--- config.mk ---
export PLATFORM = sky130hd
export DESIGN_NAME = hp_controller
export DESIGN_NICKNAME = d
export VERILOG_FILES = /design/src/rtl/hp_controller.sv
export SDC_FILE = /design/constraint.sdc
export NUM_CORES = 1
export LEC_CHECK = 0
export ABC_CLOCK_PERIOD_IN_PS = 4059
export BUFFER_PORTS_ARGS = -buffer_cell sky130_fd_sc_hd__buf_4
export CAP_MARGIN = 0
export CORE_ASPECT_RATIO = 0.7
export CORE_UTILIZATION = 33
export CTS_CLUSTER_DIAMETER = 120
export CTS_CLUSTER_SIZE = 25
export DETAILED_ROUTE_END_ITERATION = 8
export SYNTH_ARGS = -nofsm -noshare
export SYNTH_HDL_FRONTEND = slang
export SYNTH_SLANG_ARGS = --single-unit
export TNS_END_PERCENT = 50
--- constraint.sdc ---
create_clock -name clk -period 4.06 [get_ports clk]
set_clock_uncertainty 0.05 [all_clocks]
set_input_delay 0.203 -clock clk [delete_from_list [all_inputs] [get_ports clk]]
set_output_delay 0.203 -clock clk [all_outputs]
set_load 0.005 [all_outputs]
--- src/rtl/hp_controller.sv ---
// hp_controller: player HP owner driving the damage-calculation handshake.
//   clk, reset         : clock, synchronous active-high reset
//   frameTick          : one-cycle request for a damage evaluation (honoured in IDLE only)
//   damage, isComplete : calculator result and its done strobe (sampled in WAIT only)
//   revive             : restores HP to MAX_HP from the dead state
//   start              : request to the calculator, high for every cycle spent waiting
//   hp                 : current HP, saturating at 0
//   isDead, isInvuln   : dead flag, invulnerability window flag
//   hitPulse           : one-cycle pulse per applied non-zero hit
//   timeoutCount       : abandoned requests, saturating at 255
module hp_controller #(
    parameter int MAX_HP         = 20,
    parameter int INVULN_CYCLES  = 16,
    parameter int TIMEOUT_CYCLES = 64
) (
    input  logic       clk,
    input  logic       reset,
    input  logic       frameTick,
    input  logic [7:0] damage,
    input  logic       isComplete,
    input  logic       revive,
    output logic       start,
    output logic [7:0] hp,
    output logic       isDead,
    output logic       isInvuln,
    output logic       hitPulse,
    output logic [7:0] timeoutCount
);
    typedef enum logic [2:0] {IDLE, WAIT, APPLY, INVULN, DEAD} state_t;

    state_t      state, next;
    logic [15:0] wcnt, icnt;
    logic [7:0]  dmg, hp_sub;
    logic        wait_last, invuln_last;

    assign hp_sub      = hp > dmg ? hp - dmg : 8'd0;
    assign wait_last   = wcnt == 16'(TIMEOUT_CYCLES - 1);
    assign invuln_last = icnt == 16'(INVULN_CYCLES - 1);

    always_comb begin
        next = state;
        case (state)
            IDLE:    next = frameTick ? WAIT : IDLE;
            // completion takes priority over the timeout on the final cycle
            WAIT:    next = isComplete ? APPLY : wait_last ? IDLE : WAIT;
            APPLY:   next = dmg == 8'd0 ? IDLE : hp_sub == 8'd0 ? DEAD : INVULN;
            INVULN:  next = invuln_last ? IDLE : INVULN;
            DEAD:    next = revive ? IDLE : DEAD;
            default: next = IDLE;
        endcase
    end

    always_ff @(posedge clk) begin
        if (reset) begin
            state        <= IDLE;
            hp           <= 8'(MAX_HP);
            start        <= 1'b0;
            isDead       <= 1'b0;
            isInvuln     <= 1'b0;
            hitPulse     <= 1'b0;
            timeoutCount <= 8'd0;
            wcnt         <= 16'd0;
            icnt         <= 16'd0;
            dmg          <= 8'd0;
        end else begin
            state    <= next;
            // start and isInvuln trail the state by one cycle so each is high
            // for exactly as many cycles as the state is held
            start    <= state == WAIT;
            isInvuln <= state == INVULN;
            isDead   <= next == DEAD;
            hitPulse <= state == APPLY && dmg != 8'd0;
            wcnt     <= state == WAIT ? wcnt + 16'd1 : 16'd0;
            icnt     <= state == INVULN ? icnt + 16'd1 : 16'd0;
            if (state == WAIT && isComplete)
                dmg <= damage;
            if (state == APPLY && dmg != 8'd0)
                hp <= hp_sub;
            if (state == DEAD && revive)
                hp <= 8'(MAX_HP);
            if (state == WAIT && !isComplete && wait_last && timeoutCount != 8'd255)
                timeoutCount <= timeoutCount + 8'd1;
        end
    end
endmodule

=== Yosys cells after proc, flatten, opt, wreduce, memory -nomap -nowiden ===
Index checks and enable logic that the tools add are counted.

* Reductions and logical operators: 14
* Magnitude comparators: 1
* Add/sub/neg operators: 4
* Bitwise logic cells: 2
* Equal/unequal tests: 8
* Multiplexer cells: 9

{| class="wikitable"
|+ Operators with widths
! cell !! number
|-
| adder 16 x 1 -> 16 bit (second input constant) || 2
|-
| equality test 16 x 4 -> 1 bit (second input constant) || 1
|-
| equality test 16 x 6 -> 1 bit (second input constant) || 1
|-
| zero test 8 bit || 2
|-
| case mux 3 bit (5 select lines) || 1
|-
| two-way mux 3 bit || 3
|-
| adder 8 x 1 -> 8 bit (second input constant) || 1
|-
| > comparator 8 bit || 1
|-
| two-way mux 8 bit || 1
|-
| != test 8 bit (second input constant) || 1
|-
| nonzero test 8 bit || 1
|-
| subtractor 8 bit || 1
|-
| equality test 3 x 2 -> 1 bit (second input constant) || 2
|-
| equality test 3 bit (second input constant) || 2
|-
| logical AND 1 bit || 6
|-
| OR reduction 2 bit || 3
|-
| two-way mux 2 bit || 2
|-
| equality test 3 x 1 -> 1 bit (second input constant) || 1
|-
| zero test 3 bit || 1
|-
| two-way mux 1 bit || 2
|-
| inverter 1 bit || 2
|-
| zero test 1 bit || 1
|}

* Bits in registers: 63
* Output and inout bits: 20
* Word-level logic and storage cells: 48
* Input bits: 13

=== Logic depth before layout (Yosys ltp) ===
* Depth after elaboration: 7
* Mapped depth: 9
* Mapped depth without buffers: 9

=== Worst setup path after synthesis ===
OpenSTA, ideal clock, no wires.

* Kind: reg-to-reg
* From: register hp[0]
* To: register isDead
* Required time: 3.950 ns
* Setup time: 0.060 ns
* Period minus slack after synthesis: 2.450 ns
* Cell stages (with the launch flop): 10
* Buffers on the path: 0
* Slack: 1.610 ns
* Data arrival time: 2.340 ns
* Path through: dfxtp_1 > inv_1 > ha_1 > fa_1 > nand2b_1 > a21o_1 > xnor2_1 > or3_1 > nor4b_2 > o311a_1

* Longest elaborated chain between the ends: 7
* Elaborated cells on any way between the ends: 8
* Those cells by class: 1 x add/sub; 1 x order compare; 1 x eq/ne; 4 x mux; 1 x reduce/logical

{| class="wikitable"
|+ Ends and longest elaborated chain
! item !! RTL line !! text
|-
| from (decl) || 23 || <nowiki>output logic [7:0] hp,</nowiki>
|-
| from (signal assigned) || 56 || <nowiki>hp <= 8'(MAX_HP);</nowiki>
|-
| from (signal assigned) || 78 || <nowiki>hp <= hp_sub;</nowiki>
|-
| from (signal assigned) || 80 || <nowiki>hp <= 8'(MAX_HP);</nowiki>
|-
| subtractor 8 bit / > comparator 8 bit (equally long branches) || 36 || <nowiki>assign hp_sub = hp > dmg ? hp - dmg : 8'd0;</nowiki>
|-
| two-way mux 8 bit * || 36 ||
|-
| zero test 8 bit * || 46 || <nowiki>APPLY: next = dmg == 8'd0 ? IDLE : hp_sub == 8'd0 ? DEAD : INVULN;</nowiki>
|-
| two-way mux 3 bit * (2 in series) || 46 ||
|-
| case mux 3 bit (5 select lines) * || 42 || <nowiki>case (state)</nowiki>
|-
| equality test 3 bit * || 71 || <nowiki>isDead <= next == DEAD;</nowiki>
|-
| to (signal assigned) || 58 || <nowiki>isDead <= 1'b0;</nowiki>
|-
| to (signal assigned) || 71 ||
|-
| to (decl) || 24 || <nowiki>output logic isDead,</nowiki>
|}

Every way passes the cells marked *; elsewhere a longest branch is shown, timed or not.
A chain may end at the register's enable or synchronous reset.

=== Final worst setup path ===
* From: register hp[0]
* To: register state[1]

* Longest elaborated chain between the ends: 6
* Elaborated cells on any way between the ends: 7
* Those cells by class: 1 x add/sub; 1 x order compare; 4 x mux; 1 x reduce/logical

{| class="wikitable"
|+ Ends and longest elaborated chain
! item !! RTL line !! text
|-
| subtractor 8 bit / > comparator 8 bit (equally long branches) || 36 ||
|-
| two-way mux 8 bit * || 36 ||
|-
| zero test 8 bit * || 46 ||
|-
| two-way mux 3 bit * (2 in series) || 46 ||
|-
| case mux 3 bit (5 select lines) * || 42 ||
|-
| to (signal assigned) || 66 || <nowiki>state <= next;</nowiki>
|-
| to (decl) || 31 || <nowiki>state_t state, next;</nowiki>
|}

Marked as above.

==> impl_results.md <==
- CTS Buffer Depth: 2
- Slowest CP cell: or3_1
- Max-cap viol count: 0
- Fmax: 0.374 GHz
- Core outline area: 9070 sq um
- Primary FF master, synth: dfxtp_1
- Critical Path Source Type: register
- Status: complete, no violations
- Mapped Area: 3090 sq um
- CTS resizes: 0
- Initial DRC Count: 190
- Die Wd: 118 microns
- CTS clock-pin slew for the worst setup and hold paths: 0.05 ns
- RR Startpoint: hp[0]
- Initial core utilization: 34.1%
- Crit-path cells: inv_1 > ha_1 > fa_1 > nand2b_1 > a21o_1 > xnor2_1 > or3_1 > nor4b_2 > o21ai_1
- Power Total: 1.56 mW
- Total congestion overflow: 0
- Worst vdd ir: 0.241 mV
- Async SR Flop Fraction: 0%
- Max Slew Vio Count: 0
- Max incr delay on CP: 0.41 ns
- Detailed placement HPWL: 4940 microns
- Vias in the first global route: 2295
- Fin Setup TNS: 0 ns
- Relative slew slack: 55.4%
- Sequential element share of the synthesized area: 40.8%
- HP Class: in -> reg
- Hold_buf cts: 0
- Clk sinks: 63
- Core Rows: 29
- Crit. Startpoint: hp[0]
- Routed wire length: 6630 microns
- CTS tree: yes
- Vias post-DR: 2582
- DRC viols: 0
- Yosys top cell by area: dfxtp_1
- Clock root buffer: clkbuf_16
- Global-route wire length before repair: 11200 microns
- PD cells: 416 nW/um^2
- Synthesis Warnings: 0
- Die height: 83.0 microns
- Post-CTS setup repair buffer count: 0
- Clock insertion delay at the later pin of the skew report: 0.32 ns
- CP Max Fanout: 3
- Tcrit/Tclk final: 65.9%
- Worst Reg2Reg Path Length in Cells: 9
- Placed cell count: 504
- Gate power share: 7.3%
- Post-synth top area share: 40.8%
- Post-synth top cells: 63 x dfxtp_1, 49 x nor2_1, 35 x nand2_1
- Setup WS pre-CTS: 1.40 ns
- Internal cell power: 1.23 mW
- Largest net degree at the start of global routing: 21
- Post-synth EDFFs: 0
- GRT Util Overall: 14.6%
- Per-instance average area after synthesis: 8.52 sq um
- Antenna violations before repair: 0
- Ratio of cells with drive above 1 in the final layout: 14.9%
- Leakage: 1.39 nW
- Synth Instances: 363
- Die area: 9770 sq um
- Worst slew pin tran: 0.666 ns
- Net Sw Power: 0.327 mW
- IO Count: 33
- RSZ-0062 raised after global routing: false
- ANT nets after route: 0
- Drt via density: 4.97
- Clk network pwr share: 51.8%
- Final number of hold-violating endpoints: 0
- WS Path Type: reg -> reg
- Crit path DAT: 2.82 ns
- Total nets after synthesis: 388
- Router iterations before antenna repair: 4
- Nets: 416
- End point of the critical path: state[1]
- Synthesis-stage register bit count: 63
- Antenna cells: 0
- Port buffer count: 32
- WL/cell: 12.8 microns
- Post-layout util: 41.3%
- Sequential power share: 40.9%
- CTS Buf Count: 9
- Minimum clock period after layout: 2.67 ns
- Data required time of the worst path: 4.20 ns
- Setup crit end kind: register
- Final GP Congestion: 0.864
- Netlist cell types: 50
- Htree depth: 3
- Final std cells w/o fill: 520
- RR Endpoint: state[1]
- Flop-to-flop setup slack: 1.39 ns
- Most common cell in the synthesized netlist: dfxtp_1
- Switching portion of total power: 21.0%
- # setup viols final: 0
- Filler cells: 919
- Worst setup slack after layout: 1.39 ns
- Area Growth Syn to Fin: 21.1%
- Top post-synthesis cells by area: dfxtp_1 41%, nor2_1 5.9%, xor2_1 5.9%
worst max-delay path: cells and delay by family, from the launching register on:
family	cells	cell delay, ns
adder cells (fa/ha/maj)	2	0.62
AND/OR/NAND/NOR	3	0.98
XOR/XNOR	1	0.14
flip-flops	1	0.35
AO/OA/AOI/OAI	2	0.33
buffers and inverters	1	0.06
sequential cells by signal (all words and copies together) (netlist names):
name,cells
wcnt,16
dmg,8
hp,8
isDead,1
state,3
icnt,16
timeoutCount,8
hitPulse,1
isInvuln,1
start,1
per-stage QoR:
step	hold WS, ns	area [sq um]
after floorplan	0.289	3090
after global placement	0.396	3420
after detailed placement	0.408	3420
after CTS	0.0638	3740
after global routing	0.0739	3740
final	0.0797	3740
kinds of logic after synthesis:
kind of cell,after synthesis,share of synthesized area [%]
muxes,1,0.324
xor gates and xnor gates,34,9.63
adders and majority gates,12,5.10
AOI/OAI and AO/OA,53,10.9
DFF,63,40.8
buffers and inverters,34,4.61
and+or+nand+nor,166,28.7
layout by cell type (no fill, tap or decap), types with 2 or more instances in the layout:
| cell | n |
|---|---|
| dfxtp_1 | 63 |
| nor2_1 | 49 |
| nand2_1 | 35 |
| buf_4 | 32 |
| a21oi_1 | 24 |
| xor2_1 | 21 |
| nand3_1 | 20 |
| inv_1 | 19 |
| xnor2_1 | 13 |
| ha_1 | 11 |
| o21ai_0 | 10 |
| clkbuf_16 | 9 |
| nand4_1 | 8 |
| or3_1 | 7 |
| nor4_1 | 7 |
| nor3_1 | 6 |
| and3_1 | 5 |
| and4_1 | 5 |
| clkbuf_8 | 5 |
| nand3b_1 | 2 |
| and2_1 | 2 |
| nand4b_1 | 2 |
| nand2b_1 | 2 |
| a21o_1 | 2 |
| o2111ai_1 | 2 |
| a311oi_1 | 2 |
| a211oi_1 | 2 |
| nor3b_1 | 2 |
| o311a_1 | 2 |
| nor4_4 | 2 |
| or3b_1 | 2 |
| nor3_2 | 2 |
power by group through the flow:
stage,sequential (mW),clock [mW],combinational [mW]
2_1_floorplan,0.647,0,0.0802
3_3_place_gp,0.649,0,0.112
3_5_place_dp,0.649,0,0.114
4_1_cts,0.636,0.833,0.114
5_1_grt,0.638,0.871,0.126
6_report,0.637,0.807,0.114
layer usage:
metal | global-route usage (%) | vias to the layer above | part of all wire [%]
li1 | - | 1324 | -
met1 | 21.3 | 1201 | 52
met2 | 19.2 | 55 | 41
met3 | 5.29 | 2 | 6.3
met4 | 5.59 | 0 | 0.29
met5 | 0 | - | 0
area by class of cell:
class / count / area, sq um / share of cell area, %
Clock inverter: 2 / 35.0 / 0.936
Inverter: 19 / 71.3 / 1.90
Timing Repair Buffer: 32 / 240 / 6.41
Multi-Input combinational cell: 266 / 1690 / 45.1
Tap cell: 124 / 155 / 4.14
Clock buffer: 14 / 294 / 7.85
Sequential cell: 63 / 1260 / 33.7
worst min-delay path by stage:
stage                         start      end  cells after the start
after detailed placement    icnt[0]  icnt[0]                      1
after floorplan           damage[2]   dmg[2]                      2
after global routing      damage[5]   dmg[5]                      3
final                     damage[5]   dmg[5]                      3
after global placement      icnt[0]  icnt[0]                      1
after CTS                 damage[3]   dmg[3]                      3
Power figures use the tool's default switching activity.
